===== src/rtl/cpu_debugger_pkg.sv =====
// Shared definitions for the CPU debugger memory sequencer and the MCU
// debugger port: access direction encoding, sequencer state type and
// default datapath widths.
package cpu_debugger_pkg;

  localparam int DEF_ADDR_WIDTH = 16;
  localparam int DEF_DATA_WIDTH = 8;
  localparam int DEF_LEN_WIDTH  = 16;

  // Direction encoding used on both the command and the debugger port.
  localparam logic RW_WRITE = 1'b0;
  localparam logic RW_READ  = 1'b1;

  typedef enum logic [2:0] {
    ST_IDLE,
    ST_WR_WAIT,
    ST_WR_ACCESS,
    ST_RD_ACCESS,
    ST_RD_CAPTURE,
    ST_RD_HOLD,
    ST_DONE
  } seq_state_e;

endpackage


===== src/rtl/cpu_debugger_mem_sequencer.sv =====
// Block read/write sequencer for the MCU debugger memory port.
// Accepts one command (rw, start address, byte count) and performs one
// debugger access per byte with an incrementing (wrapping) address.
// Ports:
//   i_clk, i_reset_n           clock, asynchronous active-low reset
//   i_cmd_*/o_cmd_ready        command handshake (ready only in IDLE)
//   i_abort                    terminate the current command
//   i_wr_*/o_wr_ready          write byte stream (valid/ready)
//   o_rd_*/i_rd_ready          read byte stream (valid/ready)
//   o_debugger_*/i_debugger_data  MCU debugger port, 1-cycle read latency
//   o_busy, o_done             status: not idle, end-of-command pulse
//   o_checksum                 mod-2^DATA_WIDTH sum of transferred bytes,
//                              present only with CPU_DEBUGGER_SEQ_CHECKSUM_EN
module cpu_debugger_mem_sequencer
  import cpu_debugger_pkg::*;
#(
  parameter int ADDR_WIDTH = DEF_ADDR_WIDTH,
  parameter int DATA_WIDTH = DEF_DATA_WIDTH,
  parameter int LEN_WIDTH  = DEF_LEN_WIDTH
) (
  input  logic                  i_clk,
  input  logic                  i_reset_n,
  input  logic                  i_cmd_valid,
  output logic                  o_cmd_ready,
  input  logic                  i_cmd_rw,
  input  logic [ADDR_WIDTH-1:0] i_cmd_address,
  input  logic [LEN_WIDTH-1:0]  i_cmd_length,
  input  logic                  i_abort,
  input  logic                  i_wr_valid,
  output logic                  o_wr_ready,
  input  logic [DATA_WIDTH-1:0] i_wr_data,
  output logic                  o_rd_valid,
  input  logic                  i_rd_ready,
  output logic [DATA_WIDTH-1:0] o_rd_data,
  output logic                  o_debugger_en,
  output logic                  o_debugger_rw,
  output logic [ADDR_WIDTH-1:0] o_debugger_address,
  output logic [DATA_WIDTH-1:0] o_debugger_data,
  input  logic [DATA_WIDTH-1:0] i_debugger_data,
`ifdef CPU_DEBUGGER_SEQ_CHECKSUM_EN
  output logic [DATA_WIDTH-1:0] o_checksum,
`endif
  output logic                  o_busy,
  output logic                  o_done
);

  seq_state_e            state_q, state_d;
  logic [ADDR_WIDTH-1:0] addr_q, addr_d;
  logic [LEN_WIDTH-1:0]  cnt_q, cnt_d;
  logic [DATA_WIDTH-1:0] data_q, data_d;
  logic [DATA_WIDTH-1:0] rd_data_q, rd_data_d;
  // Remembers an abort seen while an access is in flight so the command
  // ends after that byte's step instead of continuing.
  logic                  abort_pend_q, abort_pend_d;
`ifdef CPU_DEBUGGER_SEQ_CHECKSUM_EN
  logic [DATA_WIDTH-1:0] csum_q, csum_d;
`endif

  always_comb begin
    state_d      = state_q;
    addr_d       = addr_q;
    cnt_d        = cnt_q;
    data_d       = data_q;
    rd_data_d    = rd_data_q;
    abort_pend_d = abort_pend_q;
`ifdef CPU_DEBUGGER_SEQ_CHECKSUM_EN
    csum_d       = csum_q;
`endif
    case (state_q)
      ST_IDLE: begin
        // o_cmd_ready is high exactly in IDLE, so valid alone completes the handshake.
        if (i_cmd_valid) begin
          addr_d       = i_cmd_address;
          cnt_d        = i_cmd_length;
          abort_pend_d = 1'b0;
`ifdef CPU_DEBUGGER_SEQ_CHECKSUM_EN
          csum_d       = '0;
`endif
          if (i_cmd_length == '0)      state_d = ST_DONE;
          else if (i_cmd_rw == RW_READ) state_d = ST_RD_ACCESS;
          else                          state_d = ST_WR_WAIT;
        end
      end
      ST_WR_WAIT: begin
        if (i_abort) begin
          state_d = ST_DONE;
        end else if (i_wr_valid) begin
          data_d  = i_wr_data;
          state_d = ST_WR_ACCESS;
        end
      end
      ST_WR_ACCESS: begin
        addr_d = addr_q + ADDR_WIDTH'(1);
        cnt_d  = cnt_q - LEN_WIDTH'(1);
`ifdef CPU_DEBUGGER_SEQ_CHECKSUM_EN
        csum_d = csum_q + data_q;
`endif
        if (cnt_q == LEN_WIDTH'(1) || i_abort || abort_pend_q) state_d = ST_DONE;
        else                                                   state_d = ST_WR_WAIT;
      end
      ST_RD_ACCESS: begin
        if (i_abort) abort_pend_d = 1'b1;
        state_d = ST_RD_CAPTURE;
      end
      ST_RD_CAPTURE: begin
        rd_data_d = i_debugger_data;
        addr_d    = addr_q + ADDR_WIDTH'(1);
        cnt_d     = cnt_q - LEN_WIDTH'(1);
`ifdef CPU_DEBUGGER_SEQ_CHECKSUM_EN
        csum_d    = csum_q + i_debugger_data;
`endif
        if (i_abort || abort_pend_q) state_d = ST_DONE;
        else                         state_d = ST_RD_HOLD;
      end
      ST_RD_HOLD: begin
        if (i_abort)              state_d = ST_DONE;
        else if (i_rd_ready)      state_d = (cnt_q == '0) ? ST_DONE : ST_RD_ACCESS;
      end
      ST_DONE:  state_d = ST_IDLE;
      default:  state_d = ST_IDLE;
    endcase
  end

  // Outputs are registered from the next state so none of them has a
  // combinational path from an input.
  always_ff @(posedge i_clk or negedge i_reset_n) begin
    if (!i_reset_n) begin
      state_q            <= ST_IDLE;
      addr_q             <= '0;
      cnt_q              <= '0;
      data_q             <= '0;
      rd_data_q          <= '0;
      abort_pend_q       <= 1'b0;
`ifdef CPU_DEBUGGER_SEQ_CHECKSUM_EN
      csum_q             <= '0;
`endif
      o_cmd_ready        <= 1'b1;
      o_wr_ready         <= 1'b0;
      o_rd_valid         <= 1'b0;
      o_debugger_en      <= 1'b0;
      o_debugger_rw      <= 1'b0;
      o_busy             <= 1'b0;
      o_done             <= 1'b0;
    end else begin
      state_q            <= state_d;
      addr_q             <= addr_d;
      cnt_q              <= cnt_d;
      data_q             <= data_d;
      rd_data_q          <= rd_data_d;
      abort_pend_q       <= abort_pend_d;
`ifdef CPU_DEBUGGER_SEQ_CHECKSUM_EN
      csum_q             <= csum_d;
`endif
      o_cmd_ready        <= (state_d == ST_IDLE);
      o_wr_ready         <= (state_d == ST_WR_WAIT);
      o_rd_valid         <= (state_d == ST_RD_HOLD);
      o_debugger_en      <= (state_d == ST_WR_ACCESS) || (state_d == ST_RD_ACCESS);
      o_debugger_rw      <= (state_d == ST_RD_ACCESS);
      o_busy             <= (state_d != ST_IDLE);
      o_done             <= (state_d == ST_DONE);
    end
  end

  assign o_debugger_address = addr_q;
  assign o_debugger_data    = data_q;
  assign o_rd_data          = rd_data_q;
`ifdef CPU_DEBUGGER_SEQ_CHECKSUM_EN
  assign o_checksum         = csum_q;
`endif

endmodule


===== config.mk =====
export PLATFORM = sky130hd
export DESIGN_NAME = cpu_debugger_mem_sequencer
export DESIGN_NICKNAME = d
export VERILOG_FILES = /design/src/rtl/cpu_debugger_pkg.sv /design/src/rtl/cpu_debugger_mem_sequencer.sv
export SDC_FILE = /design/constraint.sdc
export NUM_CORES = 1
export LEC_CHECK = 0
export BUFFER_PORTS_ARGS = -buffer_cell sky130_fd_sc_hd__buf_4
export CAP_MARGIN = 40
export CELL_PAD_IN_SITES_DETAIL_PLACEMENT = 0
export CELL_PAD_IN_SITES_GLOBAL_PLACEMENT = 1
export CORE_MARGIN = 2
export CORE_UTILIZATION = 32
export DETAILED_ROUTE_END_ITERATION = 10
export HOLD_SLACK_MARGIN = 0.05
export PLACE_DENSITY_LB_ADDON = 0.1
export SYNTH_ARGS = -nofsm -noshare
export SYNTH_HDL_FRONTEND = slang
export SYNTH_SLANG_ARGS = --single-unit

===== constraint.sdc =====
create_clock -name i_clk -period 3.7 [get_ports i_clk]
set_input_delay 0.185 -clock i_clk [delete_from_list [all_inputs] [get_ports i_clk]]
set_output_delay 0.185 -clock i_clk [all_outputs]
set_load 0.02 [all_outputs]

==> results.json <==
{
  "outcome": "complete, no violations",
  "root_buffer": "clkbuf_8",
  "grt_pass1_wl_mm": 14.32,
  "core-area_mm2": 0.009729,
  "drtIter0Drc": 76,
  "die_h_um": 103.8,
  "synth-seq-cells": 59,
  "worst_pin_slew_ns": 0.7815,
  "post-place-ws_ns": 1.248,
  "antenna_found_initial": 0,
  "power_mw": 3.909,
  "relSlewSlack_pct": 47.90,
  "power.density_mw_per_mm2": 922.7,
  "post_cts_buffers": 0,
  "cap_violations": 0,
  "cp.arrival_ns": 2.66,
  "fin_crit_sh_pct": 65.81,
  "die_w_um": 103.8,
  "cts_max_level": 3,
  "clk_pin_slew_ns": 0.07,
  "grt_remaining_overflow": 0,
  "fin_cells": 560,
  "netlist.area_leader.share_pct": 45.56,
  "setup_ws_ns": 1.265,
  "drive_gt1_share_pct": 34.66,
  "cp-start-kind": "flip-flop",
  "synth_ff_type": "dfrtp_1",
  "hold_class": "in2reg",
  "required_ns": 3.92,
  "synthCells": 330,
  "grt.total_usage_pct": 16.54,
  "ant_nets": 0,
  "utilization_pct": 43.54,
  "worst_setup_path_end_kind": "flip-flop",
  "synth_warnings": 0,
  "vias": 2838,
  "report.final.slew_viol_count": 0,
  "grt_pass1_vias": 2807,
  "num_rows": 36,
  "skew_ns": 0.01018,
  "layout.nets": 481,
  "synth.area.top_cells": "dfrtp_1 (46%), nor2_1 (6.1%), a21oi_1 (3.8%), mux2_4 (3.8%), mux2_2 (3.2%)",
  "cts_buffers": 9,
  "start_util_pct": 32.74,
  "crit_fanout": 31,
  "grt_max_degree": 60,
  "drt-total-wl_mm": 8.630,
  "hpwl_mm": 6.050,
  "finalSetupTns_ns": 0,
  "wl_per_cell_um": 15.41,
  "diodes": 0,
  "io_pins": 94,
  "cts.sinks": 59,
  "clock_latency_ns": 0.34,
  "fmax_ghz": 0.4107,
  "synth.avg_cell_area_um2": 9.653,
  "dpl.cell_count": 543,
  "gp_congestion": 0.8346,
  "synth_cell_types": 51,
  "hold_violations": 0,
  "dr.pass1.iters": 4,
  "cts_buffer_depth": 2,
  "synth_area_leader_cell": "dfrtp_1",
  "die_area_mm2": 0.01077,
  "io_buffers": 93,
  "synth_edf_count": 0,
  "vdd_drop_max_mv": 0.2959,
  "synth_seq_area_share_pct": 46.39,
  "rsz0062_at_grt": "no",
  "drcViolationCount": 0,
  "finalCriticalPeriod_ns": 2.435,
  "area_growth_pct": 32.99,
  "leakage_nw": 1.909,
  "synth.most_common_cell": "dfrtp_1",
  "async_flop_share_pct": 100.0,
  "viasPerCell": 5.068,
  "syn_nets": 388,
  "worstSetupPathType": "reg2reg",
  "finalSetupViolations": 0,
  "synth_common_cells": "dfrtp_1 (58), nor2_1 (52), nand2_1 (26), a21oi_1 (24), inv_1 (17)",
  "syn-cell-area_mm2": 0.003186,
  "cts_tree": "done"
}
[report_power, final]
part           internal, mW  switching (mW)
Sequential            0.940           0.318
Clock                 0.391           0.263
Combinational         0.867            1.13
[placed cells by master (no fill, tap or decap), types with 10 or more instances in the layout]
cell / instances
nor3_1: 11
nor2_1: 52
clkbuf_8: 10
o21ai_0: 12
inv_1: 17
buf_4: 97
a21oi_1: 24
nand2_1: 26
nand3_1: 11
dfrtp_1: 58
[layer usage]
layer | vias up | global-route usage [%] | routed length, um
met5 | - | 0 | 0
met4 | 0 | 4.054 | 98
met3 | 9 | 4.594 | 406
met2 | 72 | 26.30 | 4014
met1 | 1361 | 22.37 | 4112
li1 | 1396 | - | -
[cell families (layout without fill, tap and decap cells)]
| family | after synthesis | count (layout) | synth area share, % |
|---|---|---|---|
| AO/OA/AOI/OAI | 81 | 81 | 17.79 |
| buffers and inverters | 34 | 131 | 4.752 |
| AND/OR/NAND/NOR | 135 | 135 | 22.66 |
| XOR/XNOR | 1 | 1 | 0.2750 |
| multiplexers | 17 | 17 | 6.952 |
| flip-flops | 59 | 59 | 46.39 |
| adder cells (fa/ha/maj) | 3 | 3 | 1.178 |
[worst paths after layout]
path	slack, ns	to	depth (start not counted)	from
setup / recovery	1.27	o_debugger_data[3]	6	state_q[1]
hold reg to reg	0.50	o_debugger_address[15]	1	o_debugger_address[15]
hold / removal	0.07	o_debugger_address[0]	3	i_cmd_address[0]
setup reg to reg	1.27	o_debugger_data[3]	6	state_q[1]
max in group asynchronous	2.71	abort_pend_q	2	i_reset_n
min in group asynchronous	0.47	cnt_q[12]	2	i_reset_n
[critical path, stage by stage, from the launching register on]
cell and delay, ns:
dfrtp_1 0.60, nand3b_1 0.16, buf_4 0.33, nor2_1 0.16, nor4_4 0.45, nand3b_4 0.26, mux2_4 0.35
[metrics by stage]
stage | cell area [um^2] | hold slack, ns
after floorplan | 3186 | -0.1106
after global placement | 4001 | 0.3235
after detailed placement | 4001 | 0.3258
after CTS | 4227 | 0.05351
after global routing | 4237 | 0.05473
final | 4237 | 0.07177
[flip-flops by register name, summed over array words and instances, names as in the netlist, 3 cells and up]
| signal | count |
|---|---|
| state_q | 3 |
| o_debugger_data | 8 |
| cnt_q | 16 |
| o_debugger_address | 16 |
| o_rd_data | 8 |
[what timing repair did]
| item | in CTS | in global routing |
|---|---|---|
| hold endpoints to repair | 58 | 1 |
| gates resized for setup | 0 | 0 |
| endpoints found under the setup margin | 0 | 0 |
| hold buffers | 1 | 1 |
[final cells by class]
| cell class | count | area (um^2) |
|---|---|---|
| Fill cell | 978 | 5493 |
| Sequential cell | 59 | 1478 |
| Clock inverter | 5 | 77.57 |
| Multi-Input combinational cell | 237 | 1565 |
| Timing Repair Buffer | 99 | 748.2 |
| Tap cell | 133 | 166.4 |
| Inverter | 17 | 63.81 |
| Clock buffer | 10 | 137.6 |
(Power assumes the default switching activity.)
